**src/rtl/uart_param_if.sv**
```systemverilog
// Host-side signal bundle for uart_param: TX request/status, RX status/data.
// rxBreak exists only when UART_PARAM_BREAK_DETECT_EN is defined.
`timescale 1ns/1ps
interface uart_param_if #(
  parameter int DATA_BITS = 8
);
  logic                 txEn;
  logic                 txStart;
  logic [DATA_BITS-1:0] in;
  logic                 txBusy;
  logic                 txDone;
  logic                 tx;
  logic                 rxEn;
  logic                 rx;
  logic                 rxBusy;
  logic                 rxDone;
  logic                 rxErr;
  logic                 rxParityErr;
  logic [DATA_BITS-1:0] out;
`ifdef UART_PARAM_BREAK_DETECT_EN
  logic                 rxBreak;
`endif

  modport master (
    output txEn, txStart, in, rxEn, rx,
`ifdef UART_PARAM_BREAK_DETECT_EN
    input  rxBreak,
`endif
    input  txBusy, txDone, tx, rxBusy, rxDone, rxErr, rxParityErr, out
  );

  modport slave (
    input  txEn, txStart, in, rxEn, rx,
`ifdef UART_PARAM_BREAK_DETECT_EN
    output rxBreak,
`endif
    output txBusy, txDone, tx, rxBusy, rxDone, rxErr, rxParityErr, out
  );
endinterface

```
**src/rtl/uart_param.sv**
```systemverilog
// Parametrised full-duplex UART (5..9 data bits, none/odd/even parity, 1..2 stop bits).
// Define UART_PARAM_BREAK_DETECT_EN to add the rxBreak pulse on an all-zero frame.
`timescale 1ns/1ps
module uart_param #(
  parameter int CLOCK_RATE = 12000000,
  parameter int BAUD_RATE  = 9600,
  parameter int DATA_BITS  = 8,
  parameter int PARITY     = 0,
  parameter int STOP_BITS  = 1
) (
  input  logic        clk,
  input  logic        reset,
  uart_param_if.slave bus
);
  localparam int   TX_DIV  = CLOCK_RATE / BAUD_RATE;
  localparam int   RX_DIV  = CLOCK_RATE / (16 * BAUD_RATE);
  localparam int   TXW     = $clog2(TX_DIV);
  localparam int   RXW     = $clog2(RX_DIV);
  localparam logic PAR_ODD = (PARITY == 1);
  localparam logic PAR_EN  = (PARITY != 0);

  generate
    if (RX_DIV < 2 || DATA_BITS < 5 || DATA_BITS > 9 || PARITY < 0 || PARITY > 2 ||
        STOP_BITS < 1 || STOP_BITS > 2) begin : g_bad_cfg
      $error("uart_param: illegal parameter set");
    end
  endgenerate

  typedef enum logic [2:0] {TX_IDLE, TX_START, TX_DATA, TX_PARITY, TX_STOP} tx_state_t;
  typedef enum logic [2:0] {RX_IDLE, RX_START, RX_DATA, RX_PARITY, RX_STOP, RX_WAIT_HIGH} rx_state_t;

  tx_state_t            tx_state_q, tx_state_d;
  logic [TXW-1:0]       tx_cnt_q, tx_cnt_d;
  logic [3:0]           tx_bit_q, tx_bit_d;
  logic [DATA_BITS-1:0] tx_data_q, tx_data_d;
  logic                 tx_par_q, tx_par_d;
  logic                 tx_q, tx_d;
  logic                 tx_done_q, tx_done_d;
  logic                 tx_bit_end;

  assign tx_bit_end = (tx_cnt_q == TXW'(TX_DIV - 1));

  always_comb begin
    tx_state_d = tx_state_q;
    tx_cnt_d   = tx_bit_end ? '0 : tx_cnt_q + 1'b1;
    tx_bit_d   = tx_bit_q;
    tx_data_d  = tx_data_q;
    tx_par_d   = tx_par_q;
    tx_done_d  = 1'b0;
    unique case (tx_state_q)
      TX_IDLE: begin
        tx_cnt_d = '0;
        if (bus.txStart) begin
          tx_state_d = TX_START;
          tx_data_d  = bus.in;
          tx_par_d   = (^bus.in) ^ PAR_ODD;
        end
      end
      TX_START: if (tx_bit_end) begin
        tx_state_d = TX_DATA;
        tx_bit_d   = '0;
      end
      TX_DATA: if (tx_bit_end) begin
        tx_data_d = tx_data_q >> 1;
        if (tx_bit_q == 4'(DATA_BITS - 1)) begin
          tx_bit_d   = '0;
          tx_state_d = PAR_EN ? TX_PARITY : TX_STOP;
        end else begin
          tx_bit_d = tx_bit_q + 1'b1;
        end
      end
      TX_PARITY: if (tx_bit_end) begin
        tx_state_d = TX_STOP;
        tx_bit_d   = '0;
      end
      TX_STOP: if (tx_bit_end) begin
        if (tx_bit_q == 4'(STOP_BITS - 1)) begin
          tx_state_d = TX_IDLE;
          tx_done_d  = 1'b1;
        end else begin
          tx_bit_d = tx_bit_q + 1'b1;
        end
      end
      default: tx_state_d = TX_IDLE;
    endcase
    if (!bus.txEn) begin
      tx_state_d = TX_IDLE;
      tx_cnt_d   = '0;
      tx_done_d  = 1'b0;
    end
    // Line level is registered from the next state so tx changes with the state.
    unique case (tx_state_d)
      TX_START:  tx_d = 1'b0;
      TX_DATA:   tx_d = tx_data_d[0];
      TX_PARITY: tx_d = tx_par_d;
      default:   tx_d = 1'b1;
    endcase
  end

  logic                 rx_s1_q, rx_s2_q, rx_prev_q;
  rx_state_t            rx_state_q, rx_state_d;
  logic [RXW-1:0]       rx_div_q, rx_div_d;
  logic [3:0]           rx_tick_q, rx_tick_d;
  logic [3:0]           rx_bit_q, rx_bit_d;
  logic [DATA_BITS-1:0] rx_shift_q, rx_shift_d;
  logic [DATA_BITS-1:0] out_q, out_d;
  logic                 rx_par_q, rx_par_d;
  logic                 rx_stop0_q, rx_stop0_d;
  logic                 rx_stop_bad_q, rx_stop_bad_d;
  logic                 rx_done_q, rx_done_d, rx_err_q, rx_err_d, rx_perr_q, rx_perr_d;
  logic                 rx_tick, rx_sample, rx_fall, stop_bad_now, stop0_now, parity_bad;
`ifdef UART_PARAM_BREAK_DETECT_EN
  logic                 rx_brk_q, rx_brk_d;
`endif

  assign rx_tick      = (rx_div_q == RXW'(RX_DIV - 1));
  assign rx_sample    = rx_tick && (rx_tick_q == 4'd15);
  assign rx_fall      = rx_prev_q && !rx_s2_q;
  assign stop_bad_now = rx_stop_bad_q | ~rx_s2_q;
  assign stop0_now    = (rx_bit_q == 4'd0) ? rx_s2_q : rx_stop0_q;
  assign parity_bad   = PAR_EN && (rx_par_q != ((^rx_shift_q) ^ PAR_ODD));

  always_comb begin
    rx_state_d    = rx_state_q;
    rx_div_d      = rx_tick ? '0 : rx_div_q + 1'b1;
    rx_tick_d     = rx_tick ? rx_tick_q + 1'b1 : rx_tick_q;
    rx_bit_d      = rx_bit_q;
    rx_shift_d    = rx_shift_q;
    rx_par_d      = rx_par_q;
    rx_stop0_d    = rx_stop0_q;
    rx_stop_bad_d = rx_stop_bad_q;
    out_d         = out_q;
    rx_done_d     = 1'b0;
    rx_err_d      = 1'b0;
    rx_perr_d     = 1'b0;
`ifdef UART_PARAM_BREAK_DETECT_EN
    rx_brk_d      = 1'b0;
`endif
    unique case (rx_state_q)
      RX_IDLE: begin
        rx_div_d  = '0;
        rx_tick_d = '0;
        if (rx_fall) rx_state_d = RX_START;
      end
      // Mid start bit: re-align counters so later samples land mid-bit.
      RX_START: if (rx_tick && rx_tick_q == 4'd7) begin
        rx_div_d   = '0;
        rx_tick_d  = '0;
        rx_bit_d   = '0;
        rx_state_d = rx_s2_q ? RX_IDLE : RX_DATA;
      end
      RX_DATA: if (rx_sample) begin
        rx_shift_d = {rx_s2_q, rx_shift_q[DATA_BITS-1:1]};
        if (rx_bit_q == 4'(DATA_BITS - 1)) begin
          rx_bit_d      = '0;
          rx_stop_bad_d = 1'b0;
          rx_state_d    = PAR_EN ? RX_PARITY : RX_STOP;
        end else begin
          rx_bit_d = rx_bit_q + 1'b1;
        end
      end
      RX_PARITY: if (rx_sample) begin
        rx_par_d      = rx_s2_q;
        rx_bit_d      = '0;
        rx_stop_bad_d = 1'b0;
        rx_state_d    = RX_STOP;
      end
      RX_STOP: if (rx_sample) begin
        rx_stop_bad_d = stop_bad_now;
        rx_stop0_d    = stop0_now;
        if (rx_bit_q == 4'(STOP_BITS - 1)) begin
          rx_state_d = RX_WAIT_HIGH;
          out_d      = rx_shift_q;
          if (stop_bad_now)    rx_err_d  = 1'b1;
          else if (parity_bad) rx_perr_d = 1'b1;
          else                 rx_done_d = 1'b1;
`ifdef UART_PARAM_BREAK_DETECT_EN
          rx_brk_d = ~(|rx_shift_q) & ~stop0_now & ~(PAR_EN & rx_par_q);
`endif
        end else begin
          rx_bit_d = rx_bit_q + 1'b1;
        end
      end
      RX_WAIT_HIGH: if (rx_s2_q) rx_state_d = RX_IDLE;
      default: rx_state_d = RX_IDLE;
    endcase
    if (!bus.rxEn) begin
      rx_state_d = RX_IDLE;
      out_d      = out_q;
      rx_done_d  = 1'b0;
      rx_err_d   = 1'b0;
      rx_perr_d  = 1'b0;
`ifdef UART_PARAM_BREAK_DETECT_EN
      rx_brk_d   = 1'b0;
`endif
    end
  end

  always_ff @(posedge clk) begin
    if (reset) begin
      tx_state_q    <= TX_IDLE;
      tx_cnt_q      <= '0;
      tx_bit_q      <= '0;
      tx_data_q     <= '0;
      tx_par_q      <= 1'b0;
      tx_q          <= 1'b1;
      tx_done_q     <= 1'b0;
      rx_s1_q       <= 1'b1;
      rx_s2_q       <= 1'b1;
      rx_prev_q     <= 1'b1;
      rx_state_q    <= RX_IDLE;
      rx_div_q      <= '0;
      rx_tick_q     <= '0;
      rx_bit_q      <= '0;
      rx_shift_q    <= '0;
      out_q         <= '0;
      rx_par_q      <= 1'b0;
      rx_stop0_q    <= 1'b1;
      rx_stop_bad_q <= 1'b0;
      rx_done_q     <= 1'b0;
      rx_err_q      <= 1'b0;
      rx_perr_q     <= 1'b0;
`ifdef UART_PARAM_BREAK_DETECT_EN
      rx_brk_q      <= 1'b0;
`endif
    end else begin
      tx_state_q    <= tx_state_d;
      tx_cnt_q      <= tx_cnt_d;
      tx_bit_q      <= tx_bit_d;
      tx_data_q     <= tx_data_d;
      tx_par_q      <= tx_par_d;
      tx_q          <= tx_d;
      tx_done_q     <= tx_done_d;
      rx_s1_q       <= bus.rx;
      rx_s2_q       <= rx_s1_q;
      rx_prev_q     <= rx_s2_q;
      rx_state_q    <= rx_state_d;
      rx_div_q      <= rx_div_d;
      rx_tick_q     <= rx_tick_d;
      rx_bit_q      <= rx_bit_d;
      rx_shift_q    <= rx_shift_d;
      out_q         <= out_d;
      rx_par_q      <= rx_par_d;
      rx_stop0_q    <= rx_stop0_d;
      rx_stop_bad_q <= rx_stop_bad_d;
      rx_done_q     <= rx_done_d;
      rx_err_q      <= rx_err_d;
      rx_perr_q     <= rx_perr_d;
`ifdef UART_PARAM_BREAK_DETECT_EN
      rx_brk_q      <= rx_brk_d;
`endif
    end
  end

  assign bus.tx          = tx_q;
  assign bus.txBusy      = (tx_state_q != TX_IDLE);
  assign bus.txDone      = tx_done_q;
  assign bus.rxBusy      = (rx_state_q != RX_IDLE) && (rx_state_q != RX_WAIT_HIGH);
  assign bus.rxDone      = rx_done_q;
  assign bus.rxErr       = rx_err_q;
  assign bus.rxParityErr = rx_perr_q;
  assign bus.out         = out_q;
`ifdef UART_PARAM_BREAK_DETECT_EN
  assign bus.rxBreak     = rx_brk_q;
`endif
endmodule

```
**src/flat_wrapper.sv**
```systemverilog
// flat-port wrapper written by rule: the top's interface ports become plain ports
module uart_param_flat 
#(
  parameter int CLOCK_RATE = 12000000,
  parameter int BAUD_RATE  = 9600,
  parameter int DATA_BITS  = 8,
  parameter int PARITY     = 0,
  parameter int STOP_BITS  = 1
)
  (clk, reset, bus_txEn, bus_txStart, bus_in, bus_rxEn, bus_rx, bus_txBusy, bus_txDone, bus_tx, bus_rxBusy, bus_rxDone, bus_rxErr, bus_rxParityErr, bus_out);
  uart_param_if #(.DATA_BITS(DATA_BITS)) bus_i ();
  input  logic clk;
  input  logic reset;
  input wire logic [$bits(bus_i.txEn)-1:0] bus_txEn;
  input wire logic [$bits(bus_i.txStart)-1:0] bus_txStart;
  input wire logic [$bits(bus_i.in)-1:0] bus_in;
  input wire logic [$bits(bus_i.rxEn)-1:0] bus_rxEn;
  input wire logic [$bits(bus_i.rx)-1:0] bus_rx;
  output wire logic [$bits(bus_i.txBusy)-1:0] bus_txBusy;
  output wire logic [$bits(bus_i.txDone)-1:0] bus_txDone;
  output wire logic [$bits(bus_i.tx)-1:0] bus_tx;
  output wire logic [$bits(bus_i.rxBusy)-1:0] bus_rxBusy;
  output wire logic [$bits(bus_i.rxDone)-1:0] bus_rxDone;
  output wire logic [$bits(bus_i.rxErr)-1:0] bus_rxErr;
  output wire logic [$bits(bus_i.rxParityErr)-1:0] bus_rxParityErr;
  output wire logic [$bits(bus_i.out)-1:0] bus_out;
  assign bus_i.txEn = bus_txEn;
  assign bus_i.txStart = bus_txStart;
  assign bus_i.in = bus_in;
  assign bus_i.rxEn = bus_rxEn;
  assign bus_i.rx = bus_rx;
  assign bus_txBusy = bus_i.txBusy;
  assign bus_txDone = bus_i.txDone;
  assign bus_tx = bus_i.tx;
  assign bus_rxBusy = bus_i.rxBusy;
  assign bus_rxDone = bus_i.rxDone;
  assign bus_rxErr = bus_i.rxErr;
  assign bus_rxParityErr = bus_i.rxParityErr;
  assign bus_out = bus_i.out;
  uart_param #(.CLOCK_RATE(CLOCK_RATE), .BAUD_RATE(BAUD_RATE), .DATA_BITS(DATA_BITS), .PARITY(PARITY), .STOP_BITS(STOP_BITS)) u_core (.clk(clk), .reset(reset), .bus(bus_i));
endmodule
```
**config.mk**
```make
export PLATFORM = sky130hd
export DESIGN_NAME = uart_param_flat
export DESIGN_NICKNAME = d
export VERILOG_FILES = /design/src/rtl/uart_param_if.sv /design/src/rtl/uart_param.sv /design/src/flat_wrapper.sv
export SDC_FILE = /design/constraint.sdc
export NUM_CORES = 1
export LEC_CHECK = 0
export CORE_AREA = 2 2 84 86
export CTS_CLUSTER_DIAMETER = 80
export DETAILED_ROUTE_END_ITERATION = 8
export DIE_AREA = 0 0 86 88
export PLACE_DENSITY = 0.7
export RECOVER_POWER = 50
export SKIP_CTS_REPAIR_TIMING = 1
export SKIP_LAST_GASP = 1
export SLEW_MARGIN = 20
export SYNTH_ARGS = -nofsm -noshare
export SYNTH_HDL_FRONTEND = slang
export SYNTH_SLANG_ARGS = --single-unit
```
**constraint.sdc**
```tcl
create_clock -name clk -period 2.6 [get_ports clk]
set_input_delay 0.52 -clock clk [delete_from_list [all_inputs] [get_ports clk]]
set_output_delay 0.52 -clock clk [all_outputs]
set_load 0.1 [all_outputs]
```
==> results_dict.tcl <==
set metrics [dict create \
    rsz0062_at_grt "no" \
    grt_pass1_wl_um 10800 \
    place_congestion 0.890 \
    crit_fanout 6 \
    fin_crit_sh_pct 83.6 \
    synthCells 373 \
    clock_power_share_pct 44.2 \
    final_common_cell "dfxtp_1" \
    synth_ff_type "dfxtp_1" \
    maxSlewHeadroom_pct 21.5 \
    drt-wirelength-per-cell_um 12.7 \
    synth_top_family_by_area "simple AND/OR/NAND/NOR gates" \
    cp.required_ns 2.83 \
    timing.hold.ws_ns 0.416 \
    cp.arrival_ns 2.41 \
    synth_top_area_share_pct 42.4 \
    cts_made_buffers 9 \
    synth_edf_count 0 \
    synth_adder_area_share_pct 3.45 \
    synth.area.top_cells "dfxtp_1, nor2_1, xnor2_1" \
    synthXorXnorAreaFrac_pct 7.52 \
    drive_above_1_share_pct 9.18 \
    status "finished clean" \
    yosysSeqAreaShare_pct 42.4 \
    p_leak_uw 0.00130 \
    rows 30 \
    synthSimpleGateAreaFrac_pct 26.4 \
    num_vias 2582 \
    period_needed_ns 2.17 \
    cts_sinks 69 \
    slew_viol_final 0 \
    internal_power_uw 1690 \
    wl_um 6130 \
    first_pass_iters 4 \
    root_buffer "clkbuf_8" \
    synth.distinct_cells 62 \
    cts_tree "done" \
    drc 0 \
    grt_pass1_vias 2343 \
    io_pins 29 \
    setup_viol 0 \
    p_sw_uw 490 \
    overflow 0 \
    grt_usage_pct 17.7 \
    synth_mux_area_share_pct 3.99 \
    finalNetCount 421 \
    diodes 0 \
    worstSetupPathType "flip-flop to flip-flop" \
    detail-route-antenna-nets 0 \
    max_freq_mhz 460 \
    coreArea_um2 6640 \
    yosys.area.top_type "dfxtp_1" \
    worst_slew_pin_slew_ns 1.18 \
    clk_pin_slew_ns 0.07 \
    die_area_um2 7570 \
    worstSetupStartpointType "flip-flop" \
    synth_area_um2 3260 \
    ir_drop_v 0.000266 \
    synth_compound_area_share_pct 12.1 \
    die_w_um 86 \
    seqPwrFrac_pct 49.5 \
    dieHeight_um 88 \
    grt_max_degree 25 \
    cp-end-kind "flip-flop" \
    syn_nets 396 \
    antenna_found_initial 0 \
    start_util_pct 49.1 \
    ys_ff_latch 69 \
    hpwlAfterDp_um 4440 \
    clockBufferDepth 2 \
    cts.htree.levels 3 \
    switching_share_pct 22.4 \
    clk_latency_ns 0.34 \
    vias_per_cell 5.35 \
    ys_async_sr_fraction_pct 0 \
    final.setup.tns_ns 0 \
    ys_warn_count 0 \
    synthToLayoutAreaGrowth_pct 14.0 \
    min_path_type "flip-flop to flip-flop" \
    skew_ns 0.0112 \
    mostFrequentLayoutCells "dfxtp_1, nor2_1, nand2_1, a21oi_1, xnor2_1" \
    drv_cap 0 \
    synth_area_per_cell_um2 8.74 \
    pwr_density_cell_nw_per_um2 587 \
    pwr-share-comb_pct 6.3 \
    port_buffers 27 \
    first_iter_violations 116 \
    hold_viol 0 \
]
[per-layer routing]
layer / global-route usage, % / share of wire, %
met1: 24.3 / 49
met2: 27.3 / 44
met3: 3.49 / 5.1
met4: 7.36 / 1.7
met5: 0 / 0
[final timing paths]
path,startpoint,end,slack (ns),cells past startpoint
worst max-delay path,u_core.rx_bit_q[0],u_core.rx_bit_q[1],0.43,7
worst min-delay path,u_core.rx_s1_q,u_core.rx_s2_q,0.42,1
worst max register to register,u_core.rx_bit_q[0],u_core.rx_bit_q[1],0.43,7
worst min register to register,u_core.rx_s1_q,u_core.rx_s2_q,0.42,1
[synthesized netlist by cell type, types with 4 or more instances]
master / n
a21oi_1: 23
clkbuf_1: 12
inv_1: 11
nand2b_1: 5
nand2_1: 38
or3b_2: 4
or2_2: 5
nand3_1: 12
nor2_1: 45
mux2i_1: 13
and2_1: 5
nor3_1: 5
dfxtp_1: 69
or3_1: 4
o21ai_0: 9
nor4_1: 4
nor2b_1: 6
a22oi_1: 7
xor2_1: 10
nand4_1: 4
ha_1: 9
and3_1: 6
xnor2_1: 18
[registers in the layout, indices dropped and copies added, names as in the netlist]
name / cells
u_core.rx_shift_q: 8
u_core.rx_state_q: 3
u_core.tx_bit_q: 4
u_core.rx_s2_q: 1
u_core.tx_par_q: 1
u_core.bus.rxErr: 1
u_core.rx_prev_q: 1
u_core.rx_s1_q: 1
u_core.tx_cnt_q: 11
u_core.bus.txDone: 1
u_core.bus.tx: 1
u_core.rx_bit_q: 4
u_core.rx_tick_q: 4
u_core.tx_data_q: 8
u_core.bus.out: 8
u_core.bus.rxDone: 1
u_core.tx_state_q: 3
u_core.rx_div_q: 7
u_core.rx_stop_bad_q: 1
[critical path, stage by stage (launching register included)]
cell and delay, ns:
dfxtp_1 0.33, inv_1 0.10, ha_1 0.15, or3b_2 0.48, a32o_1 0.28, o2111ai_1 0.45, mux2i_1 0.24, nor2_1 0.05
[kinds of logic after synthesis]
group	after synthesis
flip-flops	69
AO/OA/AOI/OAI	61
multiplexers	13
buffers and inverters	30
other	1
adder cells (fa/ha/maj)	9
AND/OR/NAND/NOR	162
XOR/XNOR	28
[power by group through the flow]
stage               sequential, uW  clock [uW]  combinational [uW]
floorplan                     1110           0                92.3
global placement              1100           0                 141
detailed placement            1100           0                 141
CTS                           1080         988                 141
global route                  1080        1040                 149
finish                        1080         965                 137
[cell type report]
class	count	area, um^2
Clock inverter	6	86.3
Sequential cell	69	1380
Tap cell	80	100
Inverter	11	41.3
Fill cell	615	2930
Timing Repair Buffer	33	224
Multi-Input combinational cell	274	1750
Clock buffer	10	138
[stage by stage]
| step | util [%] | area, um^2 | setup slack, ns | total power (uW) | cells |
|---|---|---|---|---|---|
| 6_report | 55.9 | 3720 | 0.425 | 2180 | 483 |
| 4_1_cts | 56.8 | 3770 | 0.415 | 2210 | 483 |
| 3_5_place_dp | 53.4 | 3550 | 0.429 | 1250 | 467 |
| 2_1_floorplan | - | 3260 | 0.207 | 1200 | 373 |
| 5_1_grt | 55.9 | 3720 | 0.232 | 2270 | 483 |
| 3_3_place_gp | 53.4 | 3550 | 0.444 | 1250 | 467 |
Power figures use the tool's default switching activity.
